`src/rtl/int_to_float.sv`:
```
// Sequential unsigned-integer to 8-bit mini-float {exp[2:0], mant[4:0]} encoder.
// Half-up rounding is built when INT_TO_FLOAT_ROUND_EN is defined; the default is truncation.
`timescale 1ns/1ps

module int_to_float #(
    parameter int IN_W = 12
) (
    input  logic            clk,
    input  logic            rst_n,
    input  logic            in_valid,
    output logic            in_ready,
    input  logic [IN_W-1:0] in_data,
    output logic            out_valid,
    input  logic            out_ready,
    output logic [7:0]      out_data,
    output logic            sat
);

    localparam logic [1:0] ST_IDLE  = 2'd0;
    localparam logic [1:0] ST_SHIFT = 2'd1;
    localparam logic [1:0] ST_DONE  = 2'd2;

    logic [1:0]      state_q, state_d;
    logic [IN_W-1:0] shreg_q, shreg_d;
    logic [2:0]      exp_q, exp_d;
    logic [7:0]      out_data_q, out_data_d;
    logic            sat_q, sat_d;
    logic            fits;
    logic [7:0]      fin_data;
    logic            fin_sat;
`ifdef INT_TO_FLOAT_ROUND_EN
    logic            round_q, round_d;
    logic [5:0]      mant_r;
`endif

    // Widen before comparing so the constant 32 survives even when IN_W is 5.
    assign fits = (17'(shreg_q) < 17'd32);

    always_comb begin
        // NOTE: every combinational output gets a default first so no latch is inferred.
        fin_sat  = 1'b0;
`ifdef INT_TO_FLOAT_ROUND_EN
        mant_r   = {1'b0, shreg_q[4:0]} + {5'd0, round_q};
        fin_data = {exp_q, mant_r[4:0]};
        if (mant_r[5]) begin
            if (exp_q == 3'd7) begin
                fin_data = 8'hFF;
                fin_sat  = 1'b1;
            end else begin
                fin_data = {exp_q + 3'd1, 5'd16};
            end
        end
`else
        fin_data = {exp_q, shreg_q[4:0]};
`endif
    end

    always_comb begin
        state_d    = state_q;
        shreg_d    = shreg_q;
        exp_d      = exp_q;
        out_data_d = out_data_q;
        sat_d      = sat_q;
`ifdef INT_TO_FLOAT_ROUND_EN
        round_d    = round_q;
`endif
        case (state_q)
            ST_IDLE: begin
                if (in_valid) begin
                    shreg_d = in_data;
                    exp_d   = 3'd0;
`ifdef INT_TO_FLOAT_ROUND_EN
                    round_d = 1'b0;
`endif
                    state_d = ST_SHIFT;
                end
            end
            ST_SHIFT: begin
                if (fits) begin
                    out_data_d = fin_data;
                    sat_d      = fin_sat;
                    state_d    = ST_DONE;
                end else if (exp_q == 3'd7) begin
                    out_data_d = 8'hFF;
                    sat_d      = 1'b1;
                    state_d    = ST_DONE;
                end else begin
                    shreg_d = shreg_q >> 1;
                    exp_d   = exp_q + 3'd1;
`ifdef INT_TO_FLOAT_ROUND_EN
                    round_d = shreg_q[0];
`endif
                end
            end
            ST_DONE: begin
                if (out_ready) begin
                    state_d = ST_IDLE;
                end
            end
            default: state_d = ST_IDLE;
        endcase
    end

    always_ff @(posedge clk or negedge rst_n) begin
        if (!rst_n) begin
            state_q    <= ST_IDLE;
            shreg_q    <= '0;
            exp_q      <= 3'd0;
            out_data_q <= 8'h00;
            sat_q      <= 1'b0;
`ifdef INT_TO_FLOAT_ROUND_EN
            round_q    <= 1'b0;
`endif
        end else begin
            // NOTE: sequential state uses non-blocking assignments so every register samples pre-edge values.
            state_q    <= state_d;
            shreg_q    <= shreg_d;
            exp_q      <= exp_d;
            out_data_q <= out_data_d;
            sat_q      <= sat_d;
`ifdef INT_TO_FLOAT_ROUND_EN
            round_q    <= round_d;
`endif
        end
    end

    assign in_ready  = (state_q == ST_IDLE);
    assign out_valid = (state_q == ST_DONE);
    assign out_data  = out_data_q;
    assign sat       = sat_q;

endmodule

```
`config.mk`:
```
export PLATFORM = sky130hd
export DESIGN_NAME = int_to_float
export DESIGN_NICKNAME = d
export VERILOG_FILES = /design/src/rtl/int_to_float.sv
export SDC_FILE = /design/constraint.sdc
export NUM_CORES = 1
export LEC_CHECK = 0
export CAP_MARGIN = 20
export CORE_MARGIN = 1
export CORE_UTILIZATION = 39
export CTS_CLUSTER_SIZE = 30
export DETAILED_ROUTE_END_ITERATION = 8
export PLACE_DENSITY = 0.64
export SYNTH_ARGS = -nofsm -noshare
export SYNTH_HDL_FRONTEND = slang
export SYNTH_SLANG_ARGS = --single-unit
export TNS_END_PERCENT = 50
```
`constraint.sdc`:
```
create_clock -name clk -period 4.3 [get_ports clk]
set_input_delay 0.645 -clock clk [delete_from_list [all_inputs] [get_ports clk]]
set_output_delay 0.645 -clock clk [all_outputs]
set_load 0.005 [all_outputs]
```
Word-level counts from Yosys, hierarchy flattened
Cells that the tools add are included.
- equal/unequal tests: 8
- $lt $le $gt $ge: 1
- reductions and logical operators: 6
- add/sub/neg operators: 1
- multiplexer cells: 17
- operator list (operator ; count):
    $mux 12 ; 3
    $pmux 12 s2 ; 1
    $mux 8 ; 2
    $lt 12x6->1 const B ; 1
    $mux 3 ; 3
    $mux 2 ; 4
    $ne 2x2->1 const B ; 3
    $pmux 2 s3 ; 1
    $pmux 3 s2 ; 1
    $reduce_and 4->1 ; 1
    $reduce_bool 2->1 ; 2
    $add 3x1->3 const B ; 1
    $eq 3x3->1 const B ; 1
    $ne 3x3->1 const B ; 1
    $reduce_and 3->1 ; 1
    $eq 2x1->1 const B ; 1
    $eq 2x2->1 const B ; 1
    $logic_not 2->1 ; 1
    $mux 1 ; 2
    $ne 2x1->1 const B ; 1
    $reduce_and 2->1 ; 1
- output and inout port bits: 11
- input port bits: 16
- word-level logic and storage cells: 38
- flip-flop bits (word level): 26

Longest topological paths before layout
- depth in word-level cells: 4
- depth in mapped cells: 6
- depth with buffers taken out: 5

Worst setup path before layout
No wires, ideal clock.
- path kind: input to register
- from: in in_valid
- to: reg shreg_q[11]
- stages on the path: 4
- data required time: 4180 ps
- path slack: 2565 ps
- buffers on the path: 2
- library setup time: 120 ps
- arrival: 1615 ps
- cells stage by stage: or3b_2 > clkbuf_1 > buf_2 > a31o_2
- word-level cells in the longest chain between the ends: 2
- RTL lines (what ; line ; RTL):
    from (decl) ; 10 ; input logic in_valid,
    $ne 2x2->1 (no source line) ; -- ;
    $reduce_and 4->1 (no source line) ; -- ;
    to (signal assigned) ; 117 ; shreg_q <= shreg_d;
    to (decl) ; 24 ; logic [IN_W-1:0] shreg_q, shreg_d;
No other way between the ends.
A chain may end at the register's enable or synchronous reset.

Worst setup path in the final report
- from: reg state_q[1]
- to: out out_valid
- word-level cells in the longest chain between the ends: 1
- RTL lines (what ; line ; RTL):
    from (decl) ; 23 ; logic [1:0] state_q, state_d;
    from (signal assigned) ; 116 ; state_q <= state_d;
    $eq 2x2->1 ; 128 ; assign out_valid = (state_q == ST_DONE);
    to (decl) ; 13 ; output logic out_valid,
No other way between the ends.

==> impl_metrics.prom <==
# TYPE chip_impl_metric gauge
chip_impl_info{name="yosys.area.top_type",value="sky130_fd_sc_hd__dfrtp_1"} 1
chip_impl_metric{name="synthesized_area_fraction_occupied_by_ao_oa_aoi_and_oai_cells",unit=""} 0.269
chip_impl_metric{name="yosysWarnings",unit=""} 0
chip_impl_metric{name="fin_crit_share",unit=""} 0.498
chip_impl_metric{name="synth.cell_area",unit="sq mm"} 0.00138
chip_impl_metric{name="gr-total-overflow",unit=""} 0
chip_impl_info{name="layout.cells.most_common",value="sky130_fd_sc_hd__nor2_1"} 1
chip_impl_info{name="hold-path-endpoint",value="exp_q[0]"} 1
chip_impl_metric{name="clk_latency",unit="ns"} 0.33
chip_impl_metric{name="route.final.wire_length",unit="mm"} 3.09
chip_impl_metric{name="area_of_the_multi_input_gates",unit="sq um"} 656
chip_impl_metric{name="p_leak",unit="nW"} 0.686
chip_impl_info{name="synth_top_family_by_area",value="compound AO/OA/AOI/OAI gates"} 1
chip_impl_metric{name="final_core_util",unit=""} 0.505
chip_impl_metric{name="cts-buffers-inserted",unit=""} 3
chip_impl_metric{name="slew_viol_final",unit=""} 0
chip_impl_info{name="crit_path_start",value="state_q[1]"} 1
chip_impl_info{name="cts_tree",value="done"} 1
chip_impl_info{name="clock_tree.root_cell",value="sky130_fd_sc_hd__clkbuf_4"} 1
chip_impl_metric{name="groute.usage.overall",unit=""} 0.181
chip_impl_metric{name="drt_iter0_markers",unit=""} 44
chip_impl_metric{name="clk_path_buf_depth",unit=""} 2
chip_impl_metric{name="crit_required",unit="ns"} 3.65
chip_impl_metric{name="floorplan.initialDensity",unit=""} 0.410
chip_impl_info{name="min_from",value="exp_q[0]"} 1
chip_impl_metric{name="tritoncts_num_sinks",unit=""} 26
chip_impl_metric{name="period_needed",unit="ns"} 2.14
chip_impl_metric{name="grt_pass1_vias",unit=""} 1075
chip_impl_metric{name="power.share.clock",unit=""} 0.111
chip_impl_metric{name="layout.filler_cells",unit=""} 338
chip_impl_metric{name="yosys.area_share.simple",unit=""} 0.167
chip_impl_metric{name="routed_wirelength_normalized_by_instance_count",unit="microns"} 14.8
chip_impl_metric{name="yosys.area_share.adder",unit=""} 0.0181
chip_impl_metric{name="sequentialPowerShare",unit=""} 0.395
chip_impl_info{name="worstReg2RegStart",value="exp_q[0]"} 1
chip_impl_metric{name="design.portCount",unit=""} 27
chip_impl_metric{name="std_cell_rows",unit=""} 21
chip_impl_metric{name="max_slew_margin",unit=""} 0.521
chip_impl_metric{name="ff_latch_area",unit="sq um"} 651
chip_impl_metric{name="finalHoldViolCount",unit=""} 0
chip_impl_metric{name="chipWidth",unit="microns"} 61.5
chip_impl_metric{name="p_sw",unit="mW"} 0.474
chip_impl_metric{name="reg2reg_slack",unit="ns"} 2.26
chip_impl_metric{name="areaGrowthSynthToFinish",unit="%"} 23.1
chip_impl_metric{name="p_int",unit="mW"} 0.694
chip_impl_metric{name="setup_viol",unit=""} 0
chip_impl_metric{name="netlist-cell-type-count",unit=""} 32
chip_impl_metric{name="vias",unit=""} 1185
chip_impl_info{name="cp-end-kind",value="primary output"} 1
chip_impl_metric{name="diodes",unit=""} 0
chip_impl_metric{name="detailedPlacementHpwl",unit="mm"} 2.08
chip_impl_info{name="holdCritPathClass",value="reg2reg"} 1
chip_impl_info{name="status",value="complete, no violations"} 1
chip_impl_metric{name="fp.coreArea",unit="sq mm"} 0.00336
chip_impl_metric{name="final_net_count",unit=""} 181
chip_impl_metric{name="worst_r2r_path_depth",unit=""} 5
chip_impl_metric{name="total_drc_errors_in_the_routed_layout",unit=""} 0
chip_impl_metric{name="fmax",unit="GHz"} 0.467
chip_impl_metric{name="register_bit_total_from_synthesis",unit=""} 26
chip_impl_info{name="synth_area_leaders",value="sky130_fd_sc_hd__dfrtp_1, sky130_fd_sc_hd__nor2_1, sky130_fd_sc_hd__o221a_2"} 1
chip_impl_metric{name="final_antenna_net_count",unit=""} 0
chip_impl_metric{name="worst_ep_arrival_time",unit="ns"} 1.50
chip_impl_metric{name="dieArea",unit="sq mm"} 0.00378
chip_impl_metric{name="largest_net_degree_at_the_start_of_global_routing",unit=""} 27
chip_impl_metric{name="hold_path_cells",unit=""} 1
chip_impl_metric{name="power_density",unit="mW/mm^2"} 688
chip_impl_metric{name="antenna_found_initial",unit=""} 0
chip_impl_metric{name="avgViaCountPerCell",unit=""} 5.70
chip_impl_metric{name="dp_cells",unit=""} 204
chip_impl_metric{name="maxCapViolations",unit=""} 0
chip_impl_metric{name="cts_post_setup_buffers_inserted",unit=""} 0
chip_impl_metric{name="gpl_congestion",unit=""} 0.771
chip_impl_metric{name="yosys-mux-area-fraction",unit=""} 0.0218
chip_impl_metric{name="fraction_of_layout_instances_using_a_drive_strength_above_1",unit=""} 0.136
chip_impl_info{name="r2r-end",value="exp_q[1]"} 1
chip_impl_metric{name="die_height",unit="microns"} 61.5
chip_impl_metric{name="firstDrtPassIters",unit=""} 4
chip_impl_metric{name="post_synth_xor_area_fraction",unit=""} 0
chip_impl_metric{name="post_cts_hold_buffer_count",unit=""} 0
chip_impl_metric{name="yosysSeqAreaShare",unit=""} 0.472
chip_impl_metric{name="critical_path.max_fanout",unit=""} 6
chip_impl_metric{name="cts.repair.resized",unit=""} 0
chip_impl_metric{name="post-synth-top-area-fraction",unit=""} 0.472
chip_impl_info{name="layout.cells.most_common_list",value="sky130_fd_sc_hd__nor2_1, sky130_fd_sc_hd__dfrtp_1, sky130_fd_sc_hd__clkdlybuf4s50_1, sky130_fd_sc_hd__a2111oi_0, sky130_fd_sc_hd__a211oi_1"} 1
chip_impl_metric{name="mappedNetlistNets",unit=""} 158
chip_impl_metric{name="final.setup_skew",unit="ns"} 0.00253
chip_impl_metric{name="combPwrFrac",unit=""} 0.493
chip_impl_info{name="timing.setup.critical_path_class",value="reg2out"} 1
chip_impl_metric{name="avgSynthCellArea",unit="sq um"} 9.85
chip_impl_metric{name="timing_worst_slew_pin_value",unit="ns"} 0.719
chip_impl_metric{name="ir_worst_vdd",unit="mV"} 0.250
chip_impl_info{name="setup_repair_after_global_routing_missed_its_margin",value="false"} 1
chip_impl_metric{name="setup_tns",unit="ns"} 0
chip_impl_metric{name="switching_share",unit=""} 0.406
chip_impl_metric{name="grt_pass1_wl",unit="mm"} 4.99
chip_impl_metric{name="placement.io_buffers",unit=""} 26
chip_impl_metric{name="cts_max_level",unit=""} 1
chip_impl_metric{name="syn-instance-count",unit=""} 140
chip_impl_metric{name="reg_clk_slew_reported_paths",unit="ns"} 0.15
chip_impl_metric{name="layout.cells.non_filler",unit=""} 208
chip_impl_info{name="cp-start-kind",value="flip-flop"} 1
-- stage by stage --
step           instance area, sq um  hold WS, ns  setup slack (ns)  power, mW
3_5_place_dp                   1660        0.530              2.16       1.05
2_1_floorplan                  1380        0.349              2.57      0.865
6_report                       1700        0.558              2.16       1.17
5_1_grt                        1700        0.569              2.08       1.28
3_3_place_gp                   1660        0.531              2.17       1.02
4_1_cts                        1700        0.549              2.15       1.18
-- flip-flops by register name, indices dropped and copies added, names as in the netlist --
| signal | count |
|---|---|
| sat | 1 |
| out_data | 8 |
| state_q | 2 |
| exp_q | 3 |
| shreg_q | 12 |
-- cells in the mapped netlist --
master and n:
sky130_fd_sc_hd__nand2b_1 1, sky130_fd_sc_hd__clkbuf_2 1, sky130_fd_sc_hd__nand2_1 6, sky130_fd_sc_hd__nand3_1 1, sky130_fd_sc_hd__a2111oi_0 10, sky130_fd_sc_hd__nor2_1 34
sky130_fd_sc_hd__or3_1 1, sky130_fd_sc_hd__a31oi_1 1, sky130_fd_sc_hd__and2_1 1, sky130_fd_sc_hd__a21oi_1 1, sky130_fd_sc_hd__nor4_1 1, sky130_fd_sc_hd__nor3b_1 1
sky130_fd_sc_hd__ha_1 2, sky130_fd_sc_hd__a211oi_1 10, sky130_fd_sc_hd__clkbuf_1 5, sky130_fd_sc_hd__o21ai_0 9, sky130_fd_sc_hd__mux2i_1 3, sky130_fd_sc_hd__buf_2 3
sky130_fd_sc_hd__o211ai_4 1, sky130_fd_sc_hd__dfrtp_1 26, sky130_fd_sc_hd__a211oi_2 1, sky130_fd_sc_hd__o221a_2 8, sky130_fd_sc_hd__nor3_2 1, sky130_fd_sc_hd__or4_4 1
sky130_fd_sc_hd__o211a_1 1, sky130_fd_sc_hd__or3b_2 1, sky130_fd_sc_hd__buf_6 2, sky130_fd_sc_hd__buf_1 1, sky130_fd_sc_hd__nor2b_1 2, sky130_fd_sc_hd__a31o_2 1
sky130_fd_sc_hd__a22o_1 1, sky130_fd_sc_hd__inv_1 2
-- power groups by stage --
stage          Sequential (mW)  Clock, mW  Combinational (mW)
2_1_floorplan            0.444          0               0.421
4_1_cts                  0.461      0.134               0.581
5_1_grt                  0.478      0.147               0.652
3_5_place_dp             0.468          0               0.579
6_report                 0.462      0.130               0.576
3_3_place_gp             0.461          0               0.563
-- layout make-up --
class                      count  area share
multi-input combinational    100       0.386
timing repair buffer          30       0.171
clock buffer                   4      0.0214
inverter                       2     0.00442
tap                           46      0.0339
sequential                    26       0.383
-- metal layers --
metal	part of all wire	wire length (microns)	GRT usage
met2	0.47	1450	0.301
met4	0.013	41	0.0603
met3	0.038	118	0.0252
met1	0.48	1480	0.243
met5	0	0	0
-- logic make-up (layout without fill, tap and decap cells) --
logic type               Yosys count  count (layout)
AND/OR/NAND/NOR                   51              51
multiplexers                       3               3
AO/OA/AOI/OAI                     44              44
flip-flops                        26              26
adder cells (fa/ha/maj)            2               2
buffers and inverters             14              36
-- critical path, stage by stage, from the launching register on --
cell                              delay, ns
sky130_fd_sc_hd__dfrtp_1               0.44
sky130_fd_sc_hd__nor2b_1               0.20
sky130_fd_sc_hd__clkdlybuf4s50_1       0.53
-- worst max path at each step --
stage	depth (start not counted)	slack, ns	end
detailed placement	3	2.16	shreg_q[11]
finish	2	2.16	out_valid
CTS	2	2.15	out_valid
global placement	3	2.17	shreg_q[11]
floorplan	4	2.57	shreg_q[11]
global route	2	2.08	out_valid
No activity file was read; power rests on OpenSTA's default activity.
